<file path="config.mk">
export PLATFORM = sky130hd
export DESIGN_NAME = alu_arbiter_flat
export DESIGN_NICKNAME = d
export VERILOG_FILES = /design/src/rtl/alu_arbiter_if.sv /design/src/rtl/alu_arbiter.sv /design/src/flat_wrapper.sv
export SDC_FILE = /design/constraint.sdc
export NUM_CORES = 1
export LEC_CHECK = 0
export CAP_MARGIN = 20
export CORE_UTILIZATION = 35
export DETAILED_ROUTE_END_ITERATION = 12
export DONT_BUFFER_PORTS = 1
export GPL_ROUTABILITY_DRIVEN = 0
export GPL_TIMING_DRIVEN = 0
export SLEW_MARGIN = 25
export SYNTH_ARGS = -nofsm -noshare
export SYNTH_HDL_FRONTEND = slang
export SYNTH_SLANG_ARGS = --single-unit
</file>
<file path="constraint.sdc">
create_clock -name clk -period 8.1 [get_ports clk]
set_clock_uncertainty 0.2 [all_clocks]
set_input_delay 0.81 -clock clk [delete_from_list [all_inputs] [get_ports clk]]
set_output_delay 0.81 -clock clk [all_outputs]
set_load 0.05 [all_outputs]
</file>
<file path="src/rtl/alu_arbiter_if.sv">
// Request/response bundle between the two ALU clients and alu_arbiter.
// Requester i uses bit i of each 2-bit valid/ready vector.
interface alu_arbiter_if #(
  parameter int WIDTH = 32,
  parameter int SHW   = 5
);
  logic [1:0]       req_valid;
  logic [1:0]       req_ready;
  logic [2:0]       req_ctrl0;
  logic [2:0]       req_ctrl1;
  logic [SHW-1:0]   req_num0;
  logic [SHW-1:0]   req_num1;
  logic [WIDTH-1:0] req_a0;
  logic [WIDTH-1:0] req_a1;
  logic [WIDTH-1:0] req_b0;
  logic [WIDTH-1:0] req_b1;
  logic [1:0]       rsp_valid;
  logic [1:0]       rsp_ready;
  logic [WIDTH-1:0] rsp_y;

  modport master (
    output req_valid, req_ctrl0, req_ctrl1, req_num0, req_num1,
           req_a0, req_a1, req_b0, req_b1, rsp_ready,
    input  req_ready, rsp_valid, rsp_y
  );

  modport slave (
    input  req_valid, req_ctrl0, req_ctrl1, req_num0, req_num1,
           req_a0, req_a1, req_b0, req_b1, rsp_ready,
    output req_ready, rsp_valid, rsp_y
  );
endinterface

</file>
<file path="src/rtl/alu_arbiter.sv">
// Round-robin sharing of one combinational ALU between two valid/ready requesters.
// Operands are registered toward the ALU; the result returns on a registered response.
module alu_arbiter #(
  parameter int WIDTH   = 32,
  parameter int SHW     = 5,
  parameter int ALU_LAT = 1
) (
  input  logic             clk,
  input  logic             rst,
  alu_arbiter_if.slave     bus,
  output logic [2:0]       alu_ctrl,
  output logic [SHW-1:0]   alu_num,
  output logic [WIDTH-1:0] alu_a,
  output logic [WIDTH-1:0] alu_b,
  input  logic [WIDTH-1:0] alu_y,
  output logic             busy,
  output logic             grant_id
);
  typedef enum logic [1:0] {IDLE, EXEC, RESP} state_t;

  localparam logic [3:0] CNT_INIT = 4'(ALU_LAT - 1);

  state_t     state, state_nxt;
  logic       rr_ptr;
  logic       sel;
  logic       accept;
  logic       exec_done;
  logic       rsp_hs;
  logic [3:0] cnt;

  // A lone requester wins outright; the pointer only breaks ties.
  function automatic logic pick(input logic [1:0] vld, input logic ptr);
    return (vld == 2'b11) ? ptr : vld[1];
  endfunction

  always_comb begin
    state_nxt     = state;
    bus.req_ready = 2'b00;
    bus.rsp_valid = 2'b00;
    accept        = 1'b0;
    exec_done     = 1'b0;
    rsp_hs        = 1'b0;
    sel           = pick(bus.req_valid, rr_ptr);
    case (state)
      IDLE: begin
        if (|bus.req_valid) begin
          accept        = 1'b1;
          bus.req_ready = sel ? 2'b10 : 2'b01;
          state_nxt     = EXEC;
        end
      end
      EXEC: begin
        if (cnt == 4'd0) begin
          exec_done = 1'b1;
          state_nxt = RESP;
        end
      end
      RESP: begin
        bus.rsp_valid = grant_id ? 2'b10 : 2'b01;
        if (bus.rsp_ready[grant_id]) begin
          rsp_hs    = 1'b1;
          state_nxt = IDLE;
        end
      end
      default: state_nxt = IDLE;
    endcase
  end

  assign busy = (state != IDLE);

  always_ff @(posedge clk or posedge rst) begin
    if (rst) begin
      state     <= IDLE;
      rr_ptr    <= 1'b0;
      grant_id  <= 1'b0;
      cnt       <= 4'd0;
      alu_ctrl  <= 3'd0;
      alu_num   <= '0;
      alu_a     <= '0;
      alu_b     <= '0;
      bus.rsp_y <= '0;
    end else begin
      state <= state_nxt;
      // Accept -> EXEC boundary: the winner's payload is frozen for the ALU.
      if (accept) begin
        grant_id <= sel;
        cnt      <= CNT_INIT;
        alu_ctrl <= sel ? bus.req_ctrl1 : bus.req_ctrl0;
        alu_num  <= sel ? bus.req_num1  : bus.req_num0;
        alu_a    <= sel ? bus.req_a1    : bus.req_a0;
        alu_b    <= sel ? bus.req_b1    : bus.req_b0;
      end else if (state == EXEC && cnt != 4'd0) begin
        cnt <= cnt - 4'd1;
      end
      // EXEC -> RESP boundary: sample the ALU on its last settled cycle.
      if (exec_done) bus.rsp_y <= alu_y;
      if (rsp_hs) rr_ptr <= ~grant_id;
    end
  end
endmodule

</file>
<file path="src/flat_wrapper.sv">
// flat-port wrapper written by rule: the top's interface ports become plain ports
module alu_arbiter_flat 
#(
  parameter int WIDTH   = 32,
  parameter int SHW     = 5,
  parameter int ALU_LAT = 1
)
  (clk, rst, alu_ctrl, alu_num, alu_a, alu_b, alu_y, busy, grant_id, bus_req_valid, bus_req_ctrl0, bus_req_ctrl1, bus_req_num0, bus_req_num1, bus_req_a0, bus_req_a1, bus_req_b0, bus_req_b1, bus_rsp_ready, bus_req_ready, bus_rsp_valid, bus_rsp_y);
  alu_arbiter_if #(.WIDTH(WIDTH), .SHW(SHW)) bus_i ();
  input  logic clk;
  input  logic rst;
  output logic [2:0] alu_ctrl;
  output logic [SHW-1:0] alu_num;
  output logic [WIDTH-1:0] alu_a;
  output logic [WIDTH-1:0] alu_b;
  input  logic [WIDTH-1:0] alu_y;
  output logic busy;
  output logic grant_id;
  input wire logic [$bits(bus_i.req_valid)-1:0] bus_req_valid;
  input wire logic [$bits(bus_i.req_ctrl0)-1:0] bus_req_ctrl0;
  input wire logic [$bits(bus_i.req_ctrl1)-1:0] bus_req_ctrl1;
  input wire logic [$bits(bus_i.req_num0)-1:0] bus_req_num0;
  input wire logic [$bits(bus_i.req_num1)-1:0] bus_req_num1;
  input wire logic [$bits(bus_i.req_a0)-1:0] bus_req_a0;
  input wire logic [$bits(bus_i.req_a1)-1:0] bus_req_a1;
  input wire logic [$bits(bus_i.req_b0)-1:0] bus_req_b0;
  input wire logic [$bits(bus_i.req_b1)-1:0] bus_req_b1;
  input wire logic [$bits(bus_i.rsp_ready)-1:0] bus_rsp_ready;
  output wire logic [$bits(bus_i.req_ready)-1:0] bus_req_ready;
  output wire logic [$bits(bus_i.rsp_valid)-1:0] bus_rsp_valid;
  output wire logic [$bits(bus_i.rsp_y)-1:0] bus_rsp_y;
  assign bus_i.req_valid = bus_req_valid;
  assign bus_i.req_ctrl0 = bus_req_ctrl0;
  assign bus_i.req_ctrl1 = bus_req_ctrl1;
  assign bus_i.req_num0 = bus_req_num0;
  assign bus_i.req_num1 = bus_req_num1;
  assign bus_i.req_a0 = bus_req_a0;
  assign bus_i.req_a1 = bus_req_a1;
  assign bus_i.req_b0 = bus_req_b0;
  assign bus_i.req_b1 = bus_req_b1;
  assign bus_i.rsp_ready = bus_rsp_ready;
  assign bus_req_ready = bus_i.req_ready;
  assign bus_rsp_valid = bus_i.rsp_valid;
  assign bus_rsp_y = bus_i.rsp_y;
  alu_arbiter #(.WIDTH(WIDTH), .SHW(SHW), .ALU_LAT(ALU_LAT)) u_core (.clk(clk), .rst(rst), .bus(bus_i), .alu_ctrl(alu_ctrl), .alu_num(alu_num), .alu_a(alu_a), .alu_b(alu_b), .alu_y(alu_y), .busy(busy), .grant_id(grant_id));
endmodule
</file>
Word-level counts from Yosys, hierarchy flattened
Index checks and enable logic that the tools add are counted.
{"block": "totals", "regBits": 112, "in_bits": 182, "out_inout_bits": 110, "wordCells": 50}
{"block": "op_classes", "add_sub_neg": 1, "n_lt_le_gt_ge": 1, "eq_ne": 6, "muxes": 24, "n_bitwise": 1, "n_reduce_logical": 8}
{"operator": "$mux 32", "count": 2}
{"operator": "$mux 2", "count": 8}
{"operator": "$mux 1", "count": 9}
{"operator": "$mux 4", "count": 2}
{"operator": "$ne 2x1->1 const B", "count": 3}
{"operator": "$pmux 2 s3", "count": 1}
{"operator": "$mux 5", "count": 1}
{"operator": "$eq 2x2->1 const B", "count": 2}
{"operator": "$logic_not 4->1", "count": 1}
{"operator": "$reduce_bool 2->1", "count": 2}
{"operator": "$reduce_bool 4->1", "count": 1}
{"operator": "$sub 4x1->4 const B", "count": 1}
{"operator": "$mux 3", "count": 1}
{"operator": "$reduce_and 3->1", "count": 1}
{"operator": "$eq 2x1->1 const B", "count": 1}
{"operator": "$logic_not 2->1", "count": 1}
{"operator": "$lt 1x2->1 const B", "count": 1}
{"operator": "$reduce_or 2->1", "count": 1}
{"operator": "$logic_and 1x1->1", "count": 1}
{"operator": "$not 1->1", "count": 1}

Logic depth before layout (Yosys ltp)
{"block": "logic_depth", "depth_word": 5, "depth_mapped": 6, "ltp_nobuf": 5}

Worst setup path after synthesis
No wires, ideal clock.
{"block": "synth_timing", "path_type": "input to output", "from": "input bus_req_valid[1]", "to": "output bus_req_ready[1]", "t_arrival_ps": 2014, "t_required_ps": 7090, "slack_ps": 5076, "cell_stages": 4, "n_path_buf": 2, "cell_sequence": "buf_2 -> buf_1 -> nand2_1 -> nor2_1"}
{"block": "synth_via", "elab_chain_len": 5, "elab_cells_between_ends": 6, "cone_classes": "1 x eq/ne; 4 x mux; 1 x reduce/logical"}
{"item": "from (decl)", "line_no": "flat_wrapper.sv:19", "rtl": "input wire logic [$bits(bus_i.req_valid)-1:0] bus_req_valid;"}
{"item": "$eq 2x2->1", "line_no": "alu_arbiter.sv:33", "rtl": "return (vld == 2'b11) ? ptr : vld[1];"}
{"item": "$mux 1", "line_no": "alu_arbiter.sv:33"}
{"item": "$mux 2", "line_no": "alu_arbiter.sv:48", "rtl": "bus.req_ready = sel ? 2'b10 : 2'b01;"}
{"item": "$mux 2 *", "line_no": "alu_arbiter.sv:46", "rtl": "if (|bus.req_valid) begin"}
{"item": "$mux 2 *", "line_no": "alu_arbiter.sv:44", "rtl": "case (state)"}
{"item": "to (decl)", "line_no": "flat_wrapper.sv:29", "rtl": "output wire logic [$bits(bus_i.req_ready)-1:0] bus_req_ready;"}
Mark *: on every way between the ends. The rest lies on a longest branch, timed or not.

Worst setup path after layout
{"block": "layout_timing", "from": "register u_core.state[1]", "to": "output bus_req_ready[1]"}
{"block": "layout_via", "elab_chain_len": 2}
{"item": "from (decl)", "line_no": "alu_arbiter.sv:23", "rtl": "state_t state, state_nxt;"}
{"item": "from (signal assigned)", "line_no": "alu_arbiter.sv:83", "rtl": "state <= state_nxt;"}
{"item": "$logic_not 2->1", "line_no": "alu_arbiter.sv:44"}
{"item": "$mux 2", "line_no": "alu_arbiter.sv:44"}
No other way between the ends.

==> metrics.txt <==
# diodes 0; FF-to-FF End u_core.cnt[2]$_DFFE_PP0P_; core box area 0.01475 mm2; mapped cell area 0.005361 mm2; Post-Synthesis Cells 537; yosys warns 0; CTS Buffer Depth 2; Leak 0.002434 uW; sequential-to-total area share from yosys stat 52.28%; post-synthesis adder-cell area fraction 0.4667%; Fin Setup TNS 0 ns; GRT Overall Usage 20.14%; worst r2r src u_core.cnt[0]$_DFFE_PP0P_; Vias 4533; CTS buffer count 9; CP Class reg -> out; Worst Reg-to-Reg Cells 5; clk slew on worst S/H paths 0.07 ns; XOR/XNOR Fraction of Synth Area 0%; Worst Path Arrival 2.57 ns; Yosys cell types 34; EDFF count, synth 0; Synth Area in Simple Gates 9.405%; CTS root buf clkbuf_16; crit path max fanout 10; Max-Cap Viols 0; largest family of logic cells by synthesized area compound AO/OA/AOI/OAI gates; Final ANT Viol Nets 0; Synth Area per Inst 9.984 um2; die width 125.8 um; reported net switching power 1821 uW; clock power share 14.8%; Synth Flop Type dfrtp_1; Area Overhead vs Synth 11.02%; die height 125.8 um; worst-margin pin slew 0.9768 ns; Final #Nets 733; largest net degree at the start of global routing 64; post-synth top area share 52.28%; Worst Setup End Kind output port; Slew Limit Fails 0; final setup margin 4.518 ns; initial antenna violation count 0; R2R setup slack 6.16 ns; cell taking the most area after synthesis dfrtp_1; routed vias/inst 6.142; Die Area 0.01582 mm2; Worst Hold Class in -> async; Reg power frac 60.6%; top cells by area, synth dfrtp_1 (52%), a31oi_1 (8.5%), mux2_4 (8.1%); num rows 44; Peak VDD IR 0.1804 mV; RSZ-0062 raised after global routing no; CTS tree yes; post-synthesis mux area share 8.938%; First-pass DRT Iterations 5; Critical Path RT 7.09 ns; post-cts resize count 0; CTS Sinks 112; top-count cell post-synth dfrtp_1; run status complete, no violations; Sw Ratio 55.18%; IO buf count 0; I/O pin cnt 292; Starting Density 36.34%; Rel. slew slack 34.64%; crit path launch type flip-flop; Post-Syn Nets 721; clock latency on the worst-skew pair 0.35 ns; top cells by count, synth dfrtp_1 (112), o21ai_0 (77), a21oi_1 (74); Final Setup Violations 0; Final Power 3300 uW; FF+latch count, synth 112; Async SR Flop Fraction 100.0%; dpl ws 4.566 ns; H-tree depth 3; Gate power share 24.6%; number of global-route vias before repair 4498; Avg WL per Cell 21.70 um; Initial DRC Count 386; total gr overflow 0; PwrDens 554.4 mW/mm2; Remaining DRCs 0; first-pass GRT wire length 25040 um; Final Hold Vio Count 0; crit share post-route 44.22%; Post-CTS Hold Fix Bufs 0; Routed WL 16010 um; Synth Area in Compound Gates 23.48%; HPWL Detailed 11660 um; Internal Power 1479 uW; Fmax 0.2792 GHz; layout cell share with drive strength beyond 1 14.62%; Post-CTS Setup Inserts 0; Tmin final 3.582 ns
[area by class of cell]
cell class | count | area [um2]
clock inverters | 7 | 98.84
plain buffers | 58 | 265.3
inverters | 7 | 31.28
clock buffers | 9 | 225.2
well taps | 184 | 230.2
repair buffers | 1 | 27.53
multi-input cells | 360 | 2271
flip-flops and latches | 112 | 2803
fillers | 1462 | 8802
[cells by family after synthesis]
group | after synthesis
AOI/OAI and AO/OA | 229
DFF | 112
and+or+nand+nor | 96
buffers and inverters | 65
muxes | 33
adders and majority gates | 2
[cells in the final DEF (no fill, tap or decap), drive strengths merged, types with 6 or more instances in the layout]
| cell type | instances |
|---|---|
| buf | 25 |
| nand3 | 72 |
| dfrtp | 112 |
| o21ai | 77 |
| nand2 | 6 |
| clkbuf | 43 |
| mux2 | 32 |
| a31oi | 73 |
| inv | 10 |
| a21oi | 74 |
[through the flow]
step | instances | instance area, um2 | hold WS, ns | util [%]
floorplan | 537 | 5361 | 0.2520 | -
global placement | 721 | 5592 | 0.2717 | 37.90
detailed placement | 722 | 5628 | 0.2788 | 38.14
CTS | 738 | 5952 | 0.1530 | 40.34
global route | 738 | 5952 | 0.1766 | 40.34
finish | 738 | 5952 | 0.1510 | 40.34
[per-layer routing]
metal	GRT usage (%)	routed length [um]	vias to the layer above
met3	5.820	1492	34
met2	34.41	7815	288
met5	0	0	-
met4	7.229	391	0
li1	-	-	2017
met1	24.16	6316	2194
[registers in the layout, summed over array words and instances, names as in the netlist]
| register | flops |
|---|---|
| u_core.alu_a | 32 |
| u_core.alu_b | 32 |
| u_core.bus.rsp_y | 32 |
| u_core.alu_num | 5 |
| u_core.cnt | 4 |
| u_core.alu_ctrl | 3 |
| u_core.state | 2 |
| u_core.grant_id | 1 |
| u_core.rr_ptr | 1 |
[power by group through the flow]
stage	combinational (uW)	sequential (uW)	clock, uW
3_5_place_dp	813	2010	0
2_1_floorplan	669	1930	0
3_3_place_gp	784	2010	0
4_1_cts	814	2000	501
5_1_grt	898	2030	526
6_report	811	2000	488
[worst max-delay path by stage]
stage / start / end / slack [ns]
final: u_core.state[1]$_DFFE_PP0P_ / bus_req_ready[1] / 4.52
after global routing: u_core.state[1]$_DFFE_PP0P_ / bus_req_ready[1] / 4.37
after CTS: u_core.state[1]$_DFFE_PP0P_ / bus_req_ready[1] / 4.50
after detailed placement: bus_req_valid[1] / bus_req_ready[1] / 4.57
after global placement: rst / u_core.alu_b[13]$_DFFE_PP0P_ / 3.02
after floorplan: rst / u_core.alu_a[0]$_DFFE_PP0P_ / 4.13
[critical path: stages (launching register included)]
cell and delay, ns:
dfrtp_1 0.47, nor2_1 0.27, buf_2 0.33, inv_1 0.32, nor2_1 0.83
Note: power is estimated with default switching activity, not from simulation.
